--- src/rtl/fcc_rd_arb_pkg.sv ---
// Shared types and default widths for the FCC memory read-port arbiter.
// The client indices are fixed by how fcc wires its three read channels.
package fcc_rd_arb_pkg;

    typedef enum logic [1:0] {
        IDLE = 2'd0,
        REQ  = 2'd1,
        DATA = 2'd2
    } rd_arb_state_e;

    localparam int CL_PIC  = 0;
    localparam int CL_WGT  = 1;
    localparam int CL_BIAS = 2;

    localparam int DEF_N_CLIENTS      = 3;
    localparam int DEF_ADDR_WIDTH     = 19;
    localparam int DEF_MAX_BYTES_TO_RD = 32;
    localparam int DEF_DATA_W         = 256;
    localparam int DEF_LV_W           = $clog2(DEF_DATA_W / 8);

endpackage

--- src/rtl/rr_arbiter.sv ---
// Combinational round-robin arbiter: one-hot winner at or after ptr, wrapping.
// Written generically so the write-port sharing logic can reuse it.
module rr_arbiter #(
    parameter int N  = 3,
    parameter int PW = (N > 1) ? $clog2(N) : 1
) (
    input  logic [N-1:0]  req,
    input  logic [PW-1:0] ptr,
    output logic [N-1:0]  gnt,
    output logic [PW-1:0] gnt_idx,
    output logic          gnt_any
);

    logic [2*N-1:0] dbl;
    logic [N-1:0]   rot;
    logic [PW-1:0]  off;
    logic [PW:0]    win;

    always_comb begin
        dbl     = {req, req} >> ptr;
        rot     = dbl[N-1:0];
        off     = '0;
        gnt_any = 1'b0;
        for (int i = 0; i < N; i++) begin
            if (!gnt_any && rot[i]) begin
                gnt_any = 1'b1;
                off     = PW'(i);
            end
        end
        // Undo the rotation: winner = ptr + offset, modulo N.
        win = {1'b0, ptr} + {1'b0, off};
        if (win >= (PW + 1)'(N)) begin
            win = win - (PW + 1)'(N);
        end
        gnt_idx = win[PW-1:0];
        gnt     = gnt_any ? (N'(1) << win) : '0;
    end

endmodule

--- src/rtl/fcc_mem_rd_arb.sv ---
// Shares the single memory read port among the FCC pic/wgt/bias requesters,
// round-robin, holding the grant until the memory's last beat.
//
//   state | meaning
//   IDLE  | no owner; arbitrate cl_req, beats seen here are unexpected
//   REQ   | grant held, mem_req high until the first returned beat
//   DATA  | grant held, routing beats until mem_last
module fcc_mem_rd_arb
    import fcc_rd_arb_pkg::*;
#(
    parameter int N_CLIENTS       = DEF_N_CLIENTS,
    parameter int ADDR_WIDTH      = DEF_ADDR_WIDTH,
    parameter int MAX_BYTES_TO_RD = DEF_MAX_BYTES_TO_RD,
    parameter int SIZE_W          = $clog2(MAX_BYTES_TO_RD) + 1,
    parameter int DATA_W          = DEF_DATA_W,
    parameter int LV_W            = $clog2(DATA_W / 8)
) (
    input  logic                                  clk,
    input  logic                                  rst_n,
    input  logic [N_CLIENTS-1:0]                  cl_req,
    input  logic [N_CLIENTS-1:0][ADDR_WIDTH-1:0]  cl_start_addr,
    input  logic [N_CLIENTS-1:0][SIZE_W-1:0]      cl_size_bytes,
    output logic [N_CLIENTS-1:0]                  cl_valid,
    output logic [N_CLIENTS-1:0]                  cl_last,
    output logic [DATA_W-1:0]                     cl_data,
    output logic [LV_W-1:0]                       cl_last_valid,
    output logic                                  mem_req,
    output logic [ADDR_WIDTH-1:0]                 mem_start_addr,
    output logic [SIZE_W-1:0]                     mem_size_bytes,
    input  logic                                  mem_valid,
    input  logic                                  mem_last,
    input  logic [DATA_W-1:0]                     mem_data,
    input  logic [LV_W-1:0]                       mem_last_valid,
    output logic [N_CLIENTS-1:0]                  grant,
    output logic                                  busy,
    output logic                                  err_unexp_valid
);

    localparam int PW = (N_CLIENTS > 1) ? $clog2(N_CLIENTS) : 1;

    rd_arb_state_e          state_q, state_d;
    logic [N_CLIENTS-1:0]   grant_q, grant_d;
    logic [PW-1:0]          gidx_q, gidx_d;
    logic [PW-1:0]          rr_ptr_q, rr_ptr_d;
    logic                   mem_req_q, mem_req_d;
    logic [ADDR_WIDTH-1:0]  addr_q, addr_d;
    logic [SIZE_W-1:0]      size_q, size_d;
    logic                   err_q, err_d;

    logic [N_CLIENTS-1:0]   arb_gnt;
    logic [PW-1:0]          arb_idx;
    logic                   arb_any;
    logic                   rel_grant;

    rr_arbiter #(
        .N  (N_CLIENTS),
        .PW (PW)
    ) u_rr_arbiter (
        .req     (cl_req),
        .ptr     (rr_ptr_q),
        .gnt     (arb_gnt),
        .gnt_idx (arb_idx),
        .gnt_any (arb_any)
    );

    always_comb begin
        state_d   = state_q;
        grant_d   = grant_q;
        gidx_d    = gidx_q;
        rr_ptr_d  = rr_ptr_q;
        mem_req_d = mem_req_q;
        addr_d    = addr_q;
        size_d    = size_q;
        err_d     = err_q;
        rel_grant = 1'b0;

        case (state_q)
            IDLE: begin
                if (mem_valid) begin
                    err_d = 1'b1;
                end
                if (arb_any) begin
                    grant_d   = arb_gnt;
                    gidx_d    = arb_idx;
                    addr_d    = cl_start_addr[arb_idx];
                    size_d    = cl_size_bytes[arb_idx];
                    mem_req_d = 1'b1;
                    state_d   = REQ;
                end
            end
            REQ: begin
                if (mem_valid) begin
                    mem_req_d = 1'b0;
                    if (mem_last) begin
                        rel_grant = 1'b1;
                    end else begin
                        state_d = DATA;
                    end
                end
            end
            DATA: begin
                if (mem_valid && mem_last) begin
                    rel_grant = 1'b1;
                end
            end
            default: begin
                state_d = IDLE;
            end
        endcase

        // Returning to IDLE forces a one-cycle bubble before the next grant.
        if (rel_grant) begin
            state_d   = IDLE;
            grant_d   = '0;
            mem_req_d = 1'b0;
            rr_ptr_d  = (gidx_q == PW'(N_CLIENTS - 1)) ? '0 : PW'(gidx_q + PW'(1));
        end
    end

    always_ff @(posedge clk or negedge rst_n) begin
        if (!rst_n) begin
            state_q   <= IDLE;
            grant_q   <= '0;
            gidx_q    <= '0;
            rr_ptr_q  <= PW'(CL_PIC);
            mem_req_q <= 1'b0;
            addr_q    <= '0;
            size_q    <= '0;
            err_q     <= 1'b0;
        end else begin
            state_q   <= state_d;
            grant_q   <= grant_d;
            gidx_q    <= gidx_d;
            rr_ptr_q  <= rr_ptr_d;
            mem_req_q <= mem_req_d;
            addr_q    <= addr_d;
            size_q    <= size_d;
            err_q     <= err_d;
        end
    end

    assign cl_valid        = {N_CLIENTS{mem_valid}} & grant_q;
    assign cl_last         = {N_CLIENTS{mem_valid & mem_last}} & grant_q;
    assign cl_data         = mem_data;
    assign cl_last_valid   = mem_last_valid;
    assign mem_req         = mem_req_q;
    assign mem_start_addr  = addr_q;
    assign mem_size_bytes  = size_q;
    assign grant           = grant_q;
    assign busy            = (state_q != IDLE);
    assign err_unexp_valid = err_q;

endmodule
--- config.mk ---
export PLATFORM = sky130hd
export DESIGN_NAME = fcc_mem_rd_arb
export DESIGN_NICKNAME = d
export VERILOG_FILES = /design/src/rtl/fcc_rd_arb_pkg.sv /design/src/rtl/rr_arbiter.sv /design/src/rtl/fcc_mem_rd_arb.sv
export SDC_FILE = /design/constraint.sdc
export NUM_CORES = 1
export LEC_CHECK = 0
export BUFFER_PORTS_ARGS = -buffer_cell sky130_fd_sc_hd__buf_2
export CAP_MARGIN = 30
export CORE_AREA = 2 2 252 254
export CTS_BUF_LIST = sky130_fd_sc_hd__clkbuf_8 sky130_fd_sc_hd__clkbuf_16
export DETAILED_ROUTE_END_ITERATION = 10
export DIE_AREA = 0 0 254 256
export GPL_ROUTABILITY_DRIVEN = 0
export PLACE_DENSITY_LB_ADDON = 0.15
export REMOVE_ABC_BUFFERS = 1
export SYNTH_ARGS = -nofsm -noshare
export SYNTH_HDL_FRONTEND = slang
export SYNTH_SLANG_ARGS = --single-unit
--- constraint.sdc ---
create_clock -name clk -period 4.2 [get_ports clk]
set_input_delay 0.21 -clock clk [delete_from_list [all_inputs] [get_ports clk]]
set_output_delay 0.21 -clock clk [all_outputs]
set_load 0.05 [all_outputs]
== After elaboration in Yosys (flattened, before gate mapping) ==
Index checks and enable logic that the tools add are counted.

* Bits in registers: 36
* Input bits: 343
* Output and inout bits: 298
* Logic and storage cells: 67

* $add $sub $neg: 3
* Order comparisons: 2
* Eq/ne operators: 7
* Shift-type cells: 2
* Multiplexer cells: 27
* Bitwise gates (word level): 3
* Reduce and logical (&&, ||, !) cells: 15

{| class="wikitable"
|+ Operators by type and width
! operator !! number
|-
| 19-bit binary-select mux with 2-bit select || 1
|-
| 19-bit 2-to-1 mux || 1
|-
| 6-bit binary-select mux with 2-bit select || 1
|-
| 2-bit 2-to-1 mux || 6
|-
| 3-bit 2-to-1 mux || 4
|-
| 1-bit 2-to-1 mux || 10
|-
| 3-bit inequality test, second input constant || 3
|-
| 3-bit AND || 2
|-
| 6-bit 2-to-1 mux || 1
|-
| 2-bit case mux with 3 select lines || 1
|-
| 2-bit AND reduction || 3
|-
| 2-bit nonzero test || 3
|-
| 6-bit by 2-bit >> shifter with 3-bit output || 1
|-
| 2-bit equality test, second input constant || 2
|-
| 1-bit case mux with 2 select lines || 2
|-
| 4-bit AND reduction || 1
|-
| 2-bit by 2-bit adder with 3-bit output || 1
|-
| 3-bit by 2-bit greater-or-equal comparator with 1-bit output, second input constant || 1
|-
| 1-bit logical AND || 3
|-
| 2-bit by 3-bit < comparator with 1-bit output, second input constant || 1
|-
| 3-bit AND reduction || 1
|-
| 3-bit nonzero test || 1
|-
| 1-bit by 3-bit << shifter with 3-bit output, first input constant || 1
|-
| 3-bit by 2-bit subtractor with 3-bit output, second input constant || 1
|-
| other kinds (6) || 7
|}

== Logic depth before layout (Yosys ltp) ==
Gate-level depths: netlist of the first run.

* Depth in word-level cells: 15
* Mapped depth: 15
* Mapped depth without buffers: 13

== By module ==
Synthesis of the first run repeated with hierarchy kept, for this count alone.

* Cell total of the unflattened synthesis: 524
* Area, all modules: 4201.5 sq um

{| class="wikitable"
|+ By module, submodules not included
! module !! times used !! cells an instance !! area an instance (sq um) !! sequential area each (sq um)
|-
| fcc_mem_rd_arb || 1 || 489 || 3930.0 || 900.9
|-
| rr_arbiter || 1 || 35 || 271.5 || 0.0
|}

== Worst setup path before layout of the first run ==
No wires, ideal clock.

* Kind: reg-to-reg
* From: reg rr_ptr_q[1]
* To: reg size_q[5], in the netlist mem_size_bytes[5]
* Library setup time: 0.128 ns
* Arrival time: 2.922 ns
* Required time: 4.072 ns
* Setup slack: 1.150 ns
* Stages on the path, launching flop included: 13
* Path buffers: 2
* Clock period less this slack: 3.050 ns
* Cells stage by stage: dfrtp_1 > or4_1 > o21a_1 > fa_1 > inv_1 > ha_1 > ha_1 > nand2b_1 > nand2b_1 > buf_2 > clkbuf_1 > o22a_1 > o21ai_1

* Longest elaborated chain between the ends: 13
* Elaborated cells on any way between the ends: 17
* Classes of those cells: 2 x add/sub; 1 x order compare; 1 x shift; 8 x mux; 5 x reduce/logical

{| class="wikitable"
|+ RTL lines
! what !! line !! text
|-
| start, declared || fcc_mem_rd_arb.sv:44 || <nowiki>logic [PW-1:0] rr_ptr_q, rr_ptr_d;</nowiki>
|-
| start signal, assigned || fcc_mem_rd_arb.sv:125 || <nowiki>rr_ptr_q <= PW'(CL_PIC);</nowiki>
|-
| start signal, assigned || fcc_mem_rd_arb.sv:134 || <nowiki>rr_ptr_q <= rr_ptr_d;</nowiki>
|-
| 6-bit by 2-bit >> shifter with 3-bit output || rr_arbiter.sv:20 || <nowiki>dbl = {req, req} >> ptr;</nowiki>
|-
| 1-bit 2-to-1 mux || rr_arbiter.sv:25 || <nowiki>if (!gnt_any && rot[i]) begin</nowiki>
|-
| 1-bit logical NOT || rr_arbiter.sv:25 ||
|-
| 1-bit logical AND || rr_arbiter.sv:25 ||
|-
| 1-bit 2-to-1 mux || rr_arbiter.sv:25 ||
|-
| 1-bit logical NOT || rr_arbiter.sv:25 ||
|-
| 1-bit logical AND || rr_arbiter.sv:25 ||
|-
| 2-bit 2-to-1 mux || rr_arbiter.sv:25 ||
|-
| 2-bit by 2-bit adder with 3-bit output || rr_arbiter.sv:31 || <nowiki>win = {1'b0, ptr} + {1'b0, off};</nowiki>
|-
| 3-bit by 2-bit subtractor with 3-bit output / 3-bit by 2-bit greater-or-equal comparator with 1-bit output (equally long branches) || rr_arbiter.sv:33, rr_arbiter.sv:32 ||
|-
| 3-bit 2-to-1 mux || rr_arbiter.sv:32 || <nowiki>if (win >= (PW + 1)'(N)) begin</nowiki>
|-
| 6-bit binary-select mux with 2-bit select || fcc_mem_rd_arb.sv:86 || <nowiki>size_d = cl_size_bytes[arb_idx];</nowiki>
|-
| 6-bit 2-to-1 mux (not written as such) || fcc_mem_rd_arb.sv:86 ||
|-
| end signal, assigned || fcc_mem_rd_arb.sv:137 || <nowiki>size_q <= size_d;</nowiki>
|-
| end, declared || fcc_mem_rd_arb.sv:47 || <nowiki>logic [SIZE_W-1:0] size_q, size_d;</nowiki>
|}

Several ways; a longest one is shown, not always the timed one. The select of a mux whose other input is x is not followed.
A chain may end at the register's enable or synchronous reset.

== Final worst setup path of the first run ==
* From: reg rr_ptr_q[1]
* To: reg addr_q[15], in the netlist mem_start_addr[15]

* Longest elaborated chain between the ends: 13
* Elaborated cells on any way between the ends: 17
* Classes of those cells: 2 x add/sub; 1 x order compare; 1 x shift; 8 x mux; 5 x reduce/logical

{| class="wikitable"
|+ RTL lines
! what !! line !! text
|-
| 6-bit by 2-bit >> shifter with 3-bit output || rr_arbiter.sv:20 ||
|-
| 1-bit 2-to-1 mux || rr_arbiter.sv:25 ||
|-
| 1-bit logical NOT || rr_arbiter.sv:25 ||
|-
| 1-bit logical AND || rr_arbiter.sv:25 ||
|-
| 1-bit 2-to-1 mux || rr_arbiter.sv:25 ||
|-
| 1-bit logical NOT || rr_arbiter.sv:25 ||
|-
| 1-bit logical AND || rr_arbiter.sv:25 ||
|-
| 2-bit 2-to-1 mux || rr_arbiter.sv:25 ||
|-
| 2-bit by 2-bit adder with 3-bit output || rr_arbiter.sv:31 ||
|-
| 3-bit by 2-bit subtractor with 3-bit output / 3-bit by 2-bit greater-or-equal comparator with 1-bit output (equally long branches) || rr_arbiter.sv:33, rr_arbiter.sv:32 ||
|-
| 3-bit 2-to-1 mux || rr_arbiter.sv:32 ||
|-
| 19-bit binary-select mux with 2-bit select || fcc_mem_rd_arb.sv:85 || <nowiki>addr_d = cl_start_addr[arb_idx];</nowiki>
|-
| 19-bit 2-to-1 mux (not written as such) || fcc_mem_rd_arb.sv:85 ||
|-
| end signal, assigned || fcc_mem_rd_arb.sv:136 || <nowiki>addr_q <= addr_d;</nowiki>
|-
| end, declared || fcc_mem_rd_arb.sv:46 || <nowiki>logic [ADDR_WIDTH-1:0] addr_q, addr_d;</nowiki>
|}

Several ways; a longest one is shown, not always the timed one. The select of a mux whose other input is x is not followed.

==> impl_metrics.yaml, run 1 <==
synthesis:
  post-synth-top-area-cell: "sky130_fd_sc_hd__buf_4"
  synth_cell_type_count: 46
  synthesis.instances: 531
  synth_async_sr_flop_share_pct: 100
  synth_enable_flop_cells: 0
  syn_avg_cell_area_um2: 8.92
  synth-main-ff-cell: "sky130_fd_sc_hd__dfrtp_1"
  synth-warning-count: 0
  synth_top_area_share_pct: 42.5
  synth_seq_area_share_pct: 19.0
  synth_area_um2: 4740
  post_synthesis_register_bit_count: 36
  dominant_cells_by_area_after_synthesis: "sky130_fd_sc_hd__buf_4 (42%), sky130_fd_sc_hd__dfrtp_1 (19%), sky130_fd_sc_hd__mux2i_1 (11%)"
worst_setup_path:
  critPathArrivalTime_ps: 3680
  rr_worst_depth: 10
  cp_common_cell: "sky130_fd_sc_hd__ha_1"
  crit_path_top_delay_cell: "sky130_fd_sc_hd__fa_1"
  setup.worst_path.end_class: "register"
  critical_path_peak_fanout: 25
  crit_path_cell_trace: "or4_1 > o21a_1 > fa_1 > inv_1 > ha_1 > ha_1 > nand3b_1 > o2111a_4 > a22oi_2 > o21ai_1"
  timing.critical_path.slowest_cell_delay_ps: 650
  worstReg2RegEnd: "mem_start_addr[15]"
  timing.critical_path.max_delay_family: "adder cells"
  worstSetupPathType: "register to register"
  cp.buffers_inverters: 1
  reg2reg_slack_ps: 710
  worstPathRequired_ps: 4390
  crit-reg2reg-launch: "rr_ptr_q[1]"
  kind_of_start_point_of_the_critical_path: "register"
finish:
  multi_input_comb_area_um2: 1720
  drive_above_1_share_pct: 42.6
  areaGrowthSynthToFinish_pct: -4.30
  seq_area_um2: 901
  layout.nets: 732
  fin_util_pct: 7.27
  filler_cell_count: 7401
cts:
  clock_latency_ps: 310
  cts.clk_slew.worst_paths_ps: 70
  cts_hold_buffers: 0
  post_cts_resized: 0
  ctsHtreeMaxLevel: 2
  cts_tree: "yes"
  cts_max_path_buffers: 2
  cts_buffers: 5
  post_cts_buffers: 0
  clk_root_buffer_cell: "sky130_fd_sc_hd__clkbuf_16"
  numClockSinks: 36
sta:
  finalCriticalPeriod_ps: 3490
  finalWorstSetupSlack_ps: 708
  number_of_max_slew_violations_in_the_final_report: 0
  finalCritPeriodShare_pct: 83.1
  totalNegativeSetupSlack_ps: 0
  clock-skew-final_ps: 6.29
  timing.slew.headroom_pct: 55.4
  finalHoldViolCount: 4
  whs_ps: -6.80
  setup_viol_count_final: 0
  unrepaired_setup_endpoints_after_global_routing: "false"
  fmax_mhz: 286
  worst_pin_slew_ps: 669
grt:
  first_global_vias: 3625
  groute.usage.overall_pct: 27.7
  most_used_routing_layer_in_global_routing: "met2"
  globalRouteMet1Util_pct: 8.90
  grt_start_max_net_pins: 37
  grt.met3_usage_pct: 44.0
  grt_first_pass_wirelength_um: 101000
  grt-ovfl-total: 0
  number_of_antenna_violations_at_the_first_check_in_global_routing: 13
  groute.layer.met2.usage_pct: 45.5
place:
  dp_slack_ps: 719
  number_of_buffer_cells_added_on_primary_ports: 118
  dpl.hpwl_um: 87900
detailed_routing:
  drt-vias-per-instance: 3.25
  drt-total-wl_um: 92600
  post_drt_wl_per_cell_um: 75.1
  vias: 4002
  post-route-drc-count: 0
  drt_first_pass_iters: 6
  ant_nets: 0
  dr.first_iter.drc_count: 330
floorplanning:
  floorplan.initialDensity_pct: 7.59
  io_pins: 641
  row_count: 92
  die-height_um: 256
  die_width_um: 254
  design.die.area_um2: 65000
  fp.coreArea_um2: 62400
outcome:
  outcome: "finished, violations left"
  violations_in_the_final_reports: "negative hold slack"
run:
  maxCapViolCount: 0
power_and_ir_drop:
  leakage_nw: 1.77
  pwr_density_cell_nw_per_um2: 959
  peakVddDrop_uv: 424
worst_hold_path:
  min_path_type: "input pin to async pin"
==> metrics by stage <==
| stage | power [mW] | area [um2] | cells |
|---|---|---|---|
| global route | 4.65 | 4530 | 1231 |
| global placement | 3.95 | 4360 | 1221 |
| floorplan | 2.86 | 2640 | 249 |
| detailed placement | 3.92 | 4360 | 1221 |
| finish | 4.35 | 4530 | 1233 |
| CTS | 4.46 | 4520 | 1229 |
==> flip-flops by register name, summed over array words and instances (netlist names) <==
register	flops
mem_req	1
mem_size_bytes	6
err_unexp_valid	1
rr_ptr_q	2
state_q	2
gidx_q	2
grant	3
mem_start_addr	19
==> cell usage in the layout (no fill, tap or decap), types with 7 or more instances in the layout <==
cell	n
sky130_fd_sc_hd__a22oi_2	20
sky130_fd_sc_hd__buf_2	118
sky130_fd_sc_hd__buf_4	8
sky130_fd_sc_hd__dfrtp_1	36
sky130_fd_sc_hd__inv_1	7
sky130_fd_sc_hd__mux2i_1	50
sky130_fd_sc_hd__nand2_1	9
sky130_fd_sc_hd__nand2b_1	7
sky130_fd_sc_hd__o21ai_1	27
sky130_fd_sc_hd__o22a_1	26
==> where the power goes <==
part | internal (mW) | leakage, nW | total [mW] | switching [mW]
combinational | 1.11 | 1.25 | 3.18 | 2.07
clock | 0.281 | 0.0798 | 0.493 | 0.212
sequential | 0.526 | 0.442 | 0.676 | 0.151
total | 1.92 | 1.77 | 4.35 | 2.43
==> worst max path at each step <==
stage,startpoint,end,slack [ps],cells past startpoint
after floorplan,rr_ptr_q[0],mem_start_addr[17],220,10
after global placement,rr_ptr_q[0],mem_start_addr[15],650,13
after detailed placement,rr_ptr_q[0],mem_start_addr[15],720,13
after CTS,rr_ptr_q[0],mem_start_addr[15],690,13
after global routing,rr_ptr_q[0],mem_size_bytes[5],510,14
final,rr_ptr_q[1],mem_start_addr[15],710,10
==> Yosys cell counts (all sizes together) (2+ instances only) <==
cell type / instances
buf: 278
mux2i: 50
dfrtp: 36
o21ai: 31
o22a: 26
a22oi: 25
nand2: 10
inv: 8
nand2b: 8
ha: 6
and3: 5
nand3: 5
nor2: 5
clkbuf: 4
a21oi: 3
and2: 3
o22ai: 3
a21boi: 2
a21o: 2
nand3b: 2
nor3: 2
o21a: 2
==> kinds of logic after synthesis <==
| kind of cell | share of synthesized area, % |
|---|---|
| compound gates | 18.5 |
| fa+ha+maj | 2.01 |
| buf+inv | 44.9 |
| flops | 19.0 |
| mux | 10.6 |
| simple gates | 5.10 |
==> routing by layer <==
layer	vias to the layer above	wire (um)
met1	1612	10800
met3	124	31000
met5	-	1130
met4	36	6830
li1	1271	-
met2	959	42800
==> area by class of cell <==
type | instances | share of cell area (%)
inverter | 8 | 0.662
clock buffer | 5 | 2.76
antenna | 4 | 0.221
sequential | 36 | 19.9
clock inverter | 3 | 0.938
tap | 846 | 23.3
timing repair buffer | 126 | 14.3
multi-input combinational | 205 | 37.9
==> worst reg2reg max path: stages, from the launching register on <==
cell and delay [ps]:
sky130_fd_sc_hd__dfrtp_1 460, sky130_fd_sc_hd__or4_1 550, sky130_fd_sc_hd__o21a_1 140, sky130_fd_sc_hd__fa_1 650, sky130_fd_sc_hd__inv_1 80, sky130_fd_sc_hd__ha_1 190, sky130_fd_sc_hd__ha_1 200, sky130_fd_sc_hd__nand3b_1 280
sky130_fd_sc_hd__o2111a_4 410, sky130_fd_sc_hd__a22oi_2 290, sky130_fd_sc_hd__o21ai_1 100
Note: power is estimated with default switching activity, not from simulation.
==> inputs of run 2 (changes only) <==
Settings changed: ABC_AREA set to 1, CORE_AREA 2 2 252 254 to 2 2 248 250, DIE_AREA 0 0 254 256 to 0 0 250 252.
Clock period 4.2 ns to 3.4 ns, I/O delays scaled along.
==> impl_metrics.yaml, run 2 <==
synthesis:
  synth_async_sr_flop_share_pct: 100
  synth.most_common_cell: "sky130_fd_sc_hd__buf_4"
  synth_enable_flop_cells: 0
  post-synth-top-area-cell: "sky130_fd_sc_hd__buf_4"
  ys_top_cells_by_count: "sky130_fd_sc_hd__buf_4 (266), sky130_fd_sc_hd__nand2_1 (164), sky130_fd_sc_hd__nand3_1 (66), sky130_fd_sc_hd__inv_1 (43), sky130_fd_sc_hd__dfrtp_1 (36)"
  synth_seq_area_share_pct: 19.5
  syn_avg_cell_area_um2: 7.03
  synth_cell_type_count: 25
  post_synthesis_register_bit_count: 36
  synth-main-ff-cell: "sky130_fd_sc_hd__dfrtp_1"
  synth_top_area_share_pct: 43.3
  dominant_cells_by_area_after_synthesis: "sky130_fd_sc_hd__buf_4 (43%), sky130_fd_sc_hd__dfrtp_1 (20%), sky130_fd_sc_hd__nand2_1 (13%)"
  synthesis.instances: 656
  synth_area_um2: 4610
  synth-warning-count: 0
power_and_ir_drop:
  cell_internal_pwr_mw: 2.43
  clock_power_share_pct: 8.3
  peakVddDrop_uv: 588
  fin_total_pwr_mw: 6.11
  pwr_density_cell_nw_per_um2: 1380
  power.share.sequential_pct: 12.7
  leakage_nw: 2.14
  pwr-share-comb_pct: 79.0
  power.switching_mw: 3.68
  netSwitchingFraction_pct: 60.3
worst_setup_path:
  worstPathRequired_ps: 3580
  critical_path_peak_fanout: 18
  setup.worst_path.end_class: "register"
  critPathArrivalTime_ps: 3310
  worstSetupPathType: "register to register"
  kind_of_start_point_of_the_critical_path: "register"
sta:
  finalWorstSetupSlack_ps: 275
  setup_viol_count_final: 0
  clock-skew-final_ps: 2.94
  timing.slew.headroom_pct: 44.4
  finalHoldViolCount: 0
  totalNegativeSetupSlack_ps: 0
  number_of_max_slew_violations_in_the_final_report: 0
  finalCritPeriodShare_pct: 91.9
  worst_pin_slew_ps: 834
  unrepaired_setup_endpoints_after_global_routing: "false"
  finalCriticalPeriod_ps: 3130
  fmax_mhz: 320
grt:
  grt-ovfl-total: 0
  grt_start_max_net_pins: 27
  grt.met3_usage_pct: 44.1
  number_of_antenna_violations_at_the_first_check_in_global_routing: 14
  globalRouteMet1Util_pct: 9.44
  grt_first_pass_wirelength_um: 103000
  most_used_routing_layer_in_global_routing: "met2"
  first_global_vias: 4082
  groute.layer.met2.usage_pct: 49.3
  groute.usage.overall_pct: 28.8
place:
  number_of_buffer_cells_added_on_primary_ports: 118
  dpl.hpwl_um: 88700
  dp_slack_ps: 170
  postPlaceCellArea_um2: 4240
finish:
  areaGrowthSynthToFinish_pct: -4.29
  drive_above_1_share_pct: 29.6
  most_frequent_standard_cell_in_the_layout_excluding_fill_and_tap_cells: "sky130_fd_sc_hd__nand2_1"
  final_cell_area_um2: 4410
  filler_cell_count: 7156
  largest_register_ff_count: 19
  final_cell_mix: "sky130_fd_sc_hd__nand2_1 (164), sky130_fd_sc_hd__buf_2 (118), sky130_fd_sc_hd__nand3_1 (66)"
  layout.nets: 870
floorplanning:
  fp.coreArea_um2: 60100
  row_count: 90
  design.die.area_um2: 63000
  io_pins: 641
  die-height_um: 252
  floorplan.initialDensity_pct: 7.67
  die_width_um: 250
cts:
  post_cts_buffers: 0
  cts_max_path_buffers: 2
  cts_buffers: 5
  cts_tree: "yes"
  ctsHtreeMaxLevel: 2
  numClockSinks: 36
  clk_root_buffer_cell: "sky130_fd_sc_hd__clkbuf_16"
  cts.clk_slew.worst_paths_ps: 60
  clock_latency_ps: 290
outcome:
  outcome: "finished, final reports clean"
detailed_routing:
  ant_nets: 0
  drt-total-wl_um: 92700
  post-route-drc-count: 0
  drt-vias-per-instance: 3.16
  vias: 4127
  drt_first_pass_iters: 4
  dr.first_iter.drc_count: 310
  post_drt_wl_per_cell_um: 71.1
run:
  maxCapViolCount: 0
worst_hold_path:
  min_path_type: "input pin to register"
## run 2: routing by layer
layer | share of wire [%] | wire [um]
met5 | 1.2 | 1130
met4 | 7.0 | 6490
met3 | 32 | 29900
met2 | 47 | 44000
met1 | 12 | 11100
## run 2: layout make-up
class / count / area, um2 / area share, %
Clock buffer: 6 / 139 / 3.15
Clock inverter: 2 / 7.51 / 0.170
Antenna cell: 1 / 2.50 / 0.0567
Multi-Input combinational cell: 294 / 1430 / 32.5
Inverter: 48 / 185 / 4.20
Timing Repair Buffer: 135 / 766 / 17.4
Tap cell: 782 / 978 / 22.2
Sequential cell: 36 / 901 / 20.4
## run 2: critical path, cell delays in order, from the launching register on
cell and delay (ps):
sky130_fd_sc_hd__dfrtp_1 460, sky130_fd_sc_hd__inv_2 100, sky130_fd_sc_hd__nand2_1 80, sky130_fd_sc_hd__nand3_1 70, sky130_fd_sc_hd__nand2_1 70, sky130_fd_sc_hd__a21oi_1 150, sky130_fd_sc_hd__ha_1 160, sky130_fd_sc_hd__inv_1 40
sky130_fd_sc_hd__fa_1 530, sky130_fd_sc_hd__inv_2 60, sky130_fd_sc_hd__ha_1 180, sky130_fd_sc_hd__ha_1 190, sky130_fd_sc_hd__inv_2 110, sky130_fd_sc_hd__nand3_1 130, sky130_fd_sc_hd__nand2_1 100, sky130_fd_sc_hd__nand2_2 120
sky130_fd_sc_hd__buf_12 190, sky130_fd_sc_hd__nand3_1 80, sky130_fd_sc_hd__nand2_1 60, sky130_fd_sc_hd__nand2_1 60, sky130_fd_sc_hd__nand2_1 50
## run 2: cells by family (layout without fill, tap and decap cells)
family,count (synthesis),after routing,synth area share [%]
compound gates,7,7,0.869
fa+ha+maj,7,7,2.06
buf+inv,326,191,49.4
flops,36,36,19.5
other cells,0,1,0
simple gates,280,280,28.1
## run 2: what timing repair did
action                                 4_1_cts  5_1_grt
gates resized for setup                      0        4
setup endpoints to repair                    0       26
endpoints found under the hold margin       16        0
hold buffers                                 1        0
## run 2: power by group through the flow
stage | Clock (mW) | Combinational [mW] | Sequential [mW]
after detailed placement | 0 | 4.92 | 0.784
after floorplan | 0 | 2.37 | 1.25
after CTS | 0.537 | 4.93 | 0.781
after global routing | 0.551 | 5.49 | 0.805
after global placement | 0 | 4.93 | 0.789
final | 0.505 | 4.83 | 0.778
## run 2: through the flow
stage	std cells	utilization [%]	hold WS, ps
finish	1304	7.34	199
global route	1303	7.33	238
CTS	1303	7.32	189
detailed placement	1294	7.06	302
global placement	1294	7.06	326
floorplan	378	-	-126
## run 2: path summary, 6_finish.rpt
check,start,end,slack [ps],depth (start not counted)
min in group asynchronous,rst_n,mem_size_bytes[0],500,2
max reg2reg,rr_ptr_q[0],mem_start_addr[9],270,20
max in group asynchronous,rst_n,mem_start_addr[14],2170,3
max,rr_ptr_q[0],mem_start_addr[9],270,20
min,cl_size_bytes[12],mem_size_bytes[0],200,5
min reg2reg,mem_req,mem_req,480,2
==> inputs of run 3 (changes only) <==
Settings changed: CAP_MARGIN 30 to not set, GPL_TIMING_DRIVEN set to 1.
Clock period 3.4 ns to 3.2 ns, I/O delays scaled along.
==> impl_metrics.yaml, run 3 (synthesis gave the netlist of run 2 again) <==
outcome:
  outcome: "finished, final reports clean"
place:
  dpl.hpwl_um: 88100
  postPlaceCellArea_um2: 4280
  number_of_buffer_cells_added_on_primary_ports: 118
  dpl.cell_count: 1296
sta:
  finalCritPeriodShare_pct: 93.9
  setup_viol_count_final: 0
  timing.slew.headroom_pct: 47.3
  finalHoldViolCount: 0
  worst_pin_slew_ps: 791
  finalCriticalPeriod_ps: 3000
  clock-skew-final_ps: 7.25
  number_of_max_slew_violations_in_the_final_report: 0
  fmax_mhz: 333
worst_hold_path:
  hold_start: "cl_start_addr[50]"
  min_path_type: "input pin to register"
power_and_ir_drop:
  power.share.sequential_pct: 11.2
  power.switching_mw: 4.26
  peakVddDrop_uv: 600
  pwr-share-comb_pct: 81.3
  cell_internal_pwr_mw: 3.08
  netSwitchingFraction_pct: 58.0
  pwr_density_cell_nw_per_um2: 1570
  leakage_nw: 2.24
  clock_power_share_pct: 7.5
grt:
  grt_first_pass_wirelength_um: 103000
  first_global_vias: 3874
  groute.usage.overall_pct: 28.8
  grt-ovfl-total: 0
  grt_start_max_net_pins: 34
  number_of_antenna_violations_at_the_first_check_in_global_routing: 14
worst_setup_path:
  worstSetupPathType: "register to register"
  worstPathRequired_ps: 3400
  crit_path_top_delay_cell: "sky130_fd_sc_hd__fa_1"
  critPathArrivalTime_ps: 3200
  startpoint: "rr_ptr_q[0]"
  crit-reg2reg-launch: "rr_ptr_q[0]"
  critical_path_peak_fanout: 8
  kind_of_start_point_of_the_critical_path: "register"
  setup.worst_path.end_class: "register"
  cp_common_cell: "sky130_fd_sc_hd__nand2_1"
  crit_path_cell_trace: "inv_2 > nand2_2 > nand3_1 > nand2_2 > a21oi_2 > ha_2 > inv_1 > fa_1 > inv_2 > ha_1 > ha_2 > inv_4 > nand4_4 > nand2_8 > clkinv_8 > clkbuf_16 > nand3_1 > nand2_1 > nand2_1 > nand2_1"
  timing.critical_path.slowest_cell_delay_ps: 520
detailed_routing:
  ant_nets: 0
  drt_first_pass_iters: 5
  dr.first_iter.drc_count: 346
  drt-vias-per-instance: 3.26
  post-route-drc-count: 0
  post_drt_wl_per_cell_um: 71.2
  vias: 4277
  drt-total-wl_um: 93500
finish:
  areaGrowthSynthToFinish_pct: 1.36
  final_cell_area_um2: 4670
  most_frequent_standard_cell_in_the_layout_excluding_fill_and_tap_cells: "sky130_fd_sc_hd__nand2_1"
  finish.cell_count_without_fillers: 1313
  final_cell_mix: "sky130_fd_sc_hd__nand2_1 (158), sky130_fd_sc_hd__buf_2 (118), sky130_fd_sc_hd__nand3_1 (61)"
  drive_above_1_share_pct: 33.3
  filler_cell_count: 7167
  largest_register_ff_count: 19
  layout.nets: 877
cts:
  clock_latency_ps: 310
  clk_root_buffer_cell: "sky130_fd_sc_hd__clkbuf_16"
  cts_max_path_buffers: 2
  numClockSinks: 36
  ctsHtreeMaxLevel: 2
  cts_buffers: 5
  cts.clk_slew.worst_paths_ps: 70
  cts_tree: "yes"
floorplanning:
  design.die.area_um2: 63000
  io_pins: 641
  fp.coreArea_um2: 60100
  die-height_um: 252
  floorplan.initialDensity_pct: 7.67
  die_width_um: 250
  row_count: 90
run:
  maxCapViolCount: 0
run 3: area by class of cell:
| cell class | instances | area (um2) | area share, % |
|---|---|---|---|
| antenna | 3 | 7.51 | 0.161 |
| multi-input combinational | 294 | 1500 | 32.2 |
| sequential | 36 | 902 | 19.3 |
| inverter | 48 | 195 | 4.18 |
| timing repair buffer | 142 | 938 | 20.1 |
| clock inverter | 2 | 7.51 | 0.161 |
| clock buffer | 6 | 139 | 2.97 |
| tap | 782 | 978 | 20.9 |
run 3: worst paths after layout:
check | end | slack, ps | cells after the start
worst max-delay path | mem_size_bytes[3] | 200 | 20
worst min-delay path | mem_start_addr[12] | 170 | 5
worst max register to register | mem_size_bytes[3] | 200 | 20
worst min register to register | err_unexp_valid | 460 | 1
max in group asynchronous | rr_ptr_q[0] | 1960 | 3
min in group asynchronous | mem_start_addr[1] | 450 | 2
run 3: power groups by stage:
stage	clock (mW)	sequential, mW	combinational [mW]
final	0.551	0.822	5.96
after global routing	0.591	0.848	6.60
after CTS	0.581	0.821	5.41
after floorplan	0	1.33	2.52
after global placement	0	0.831	5.39
after detailed placement	0	0.825	5.38
run 3: metal layers:
metal	GRT usage (%)	share of wire (%)	vias up
met3	44.0	32	120
met5	16.1	1.4	-
met4	16.5	7.7	40
met2	48.7	47	858
met1	9.49	12	1744
li1	-	-	1515
run 3: stage by stage:
| stage | power, mW | util, % | hold WS (ps) | TNS (ps) | setup WS, ps |
|---|---|---|---|---|---|
| after CTS | 6.81 | 7.38 | 161 | 0 | 27.2 |
| after global placement | 6.22 | 7.12 | 297 | 0 | 63.1 |
| final | 7.33 | 7.77 | 174 | 0 | 195 |
| after detailed placement | 6.21 | 7.12 | 301 | 0 | 50.1 |
| after global routing | 8.04 | 7.77 | 191 | -2.67 | -1.32 |
| after floorplan | 3.85 | - | -136 | 0 | 29.7 |
run 3: what timing repair did:
item                                    CTS  global route
endpoints found under the setup margin    0            28
hold buffers                              1             0
buffers inserted                          0             1
gates resized for setup                   0            31
endpoints found under the hold margin    23             0
run 3: worst max-delay path: cells and delay by family (launching register included):
family,cells,cell delay [ps]
fa+ha+maj,4,1050
simple gates,9,750
buf+inv,6,550
flops,1,440
compound gates,1,110
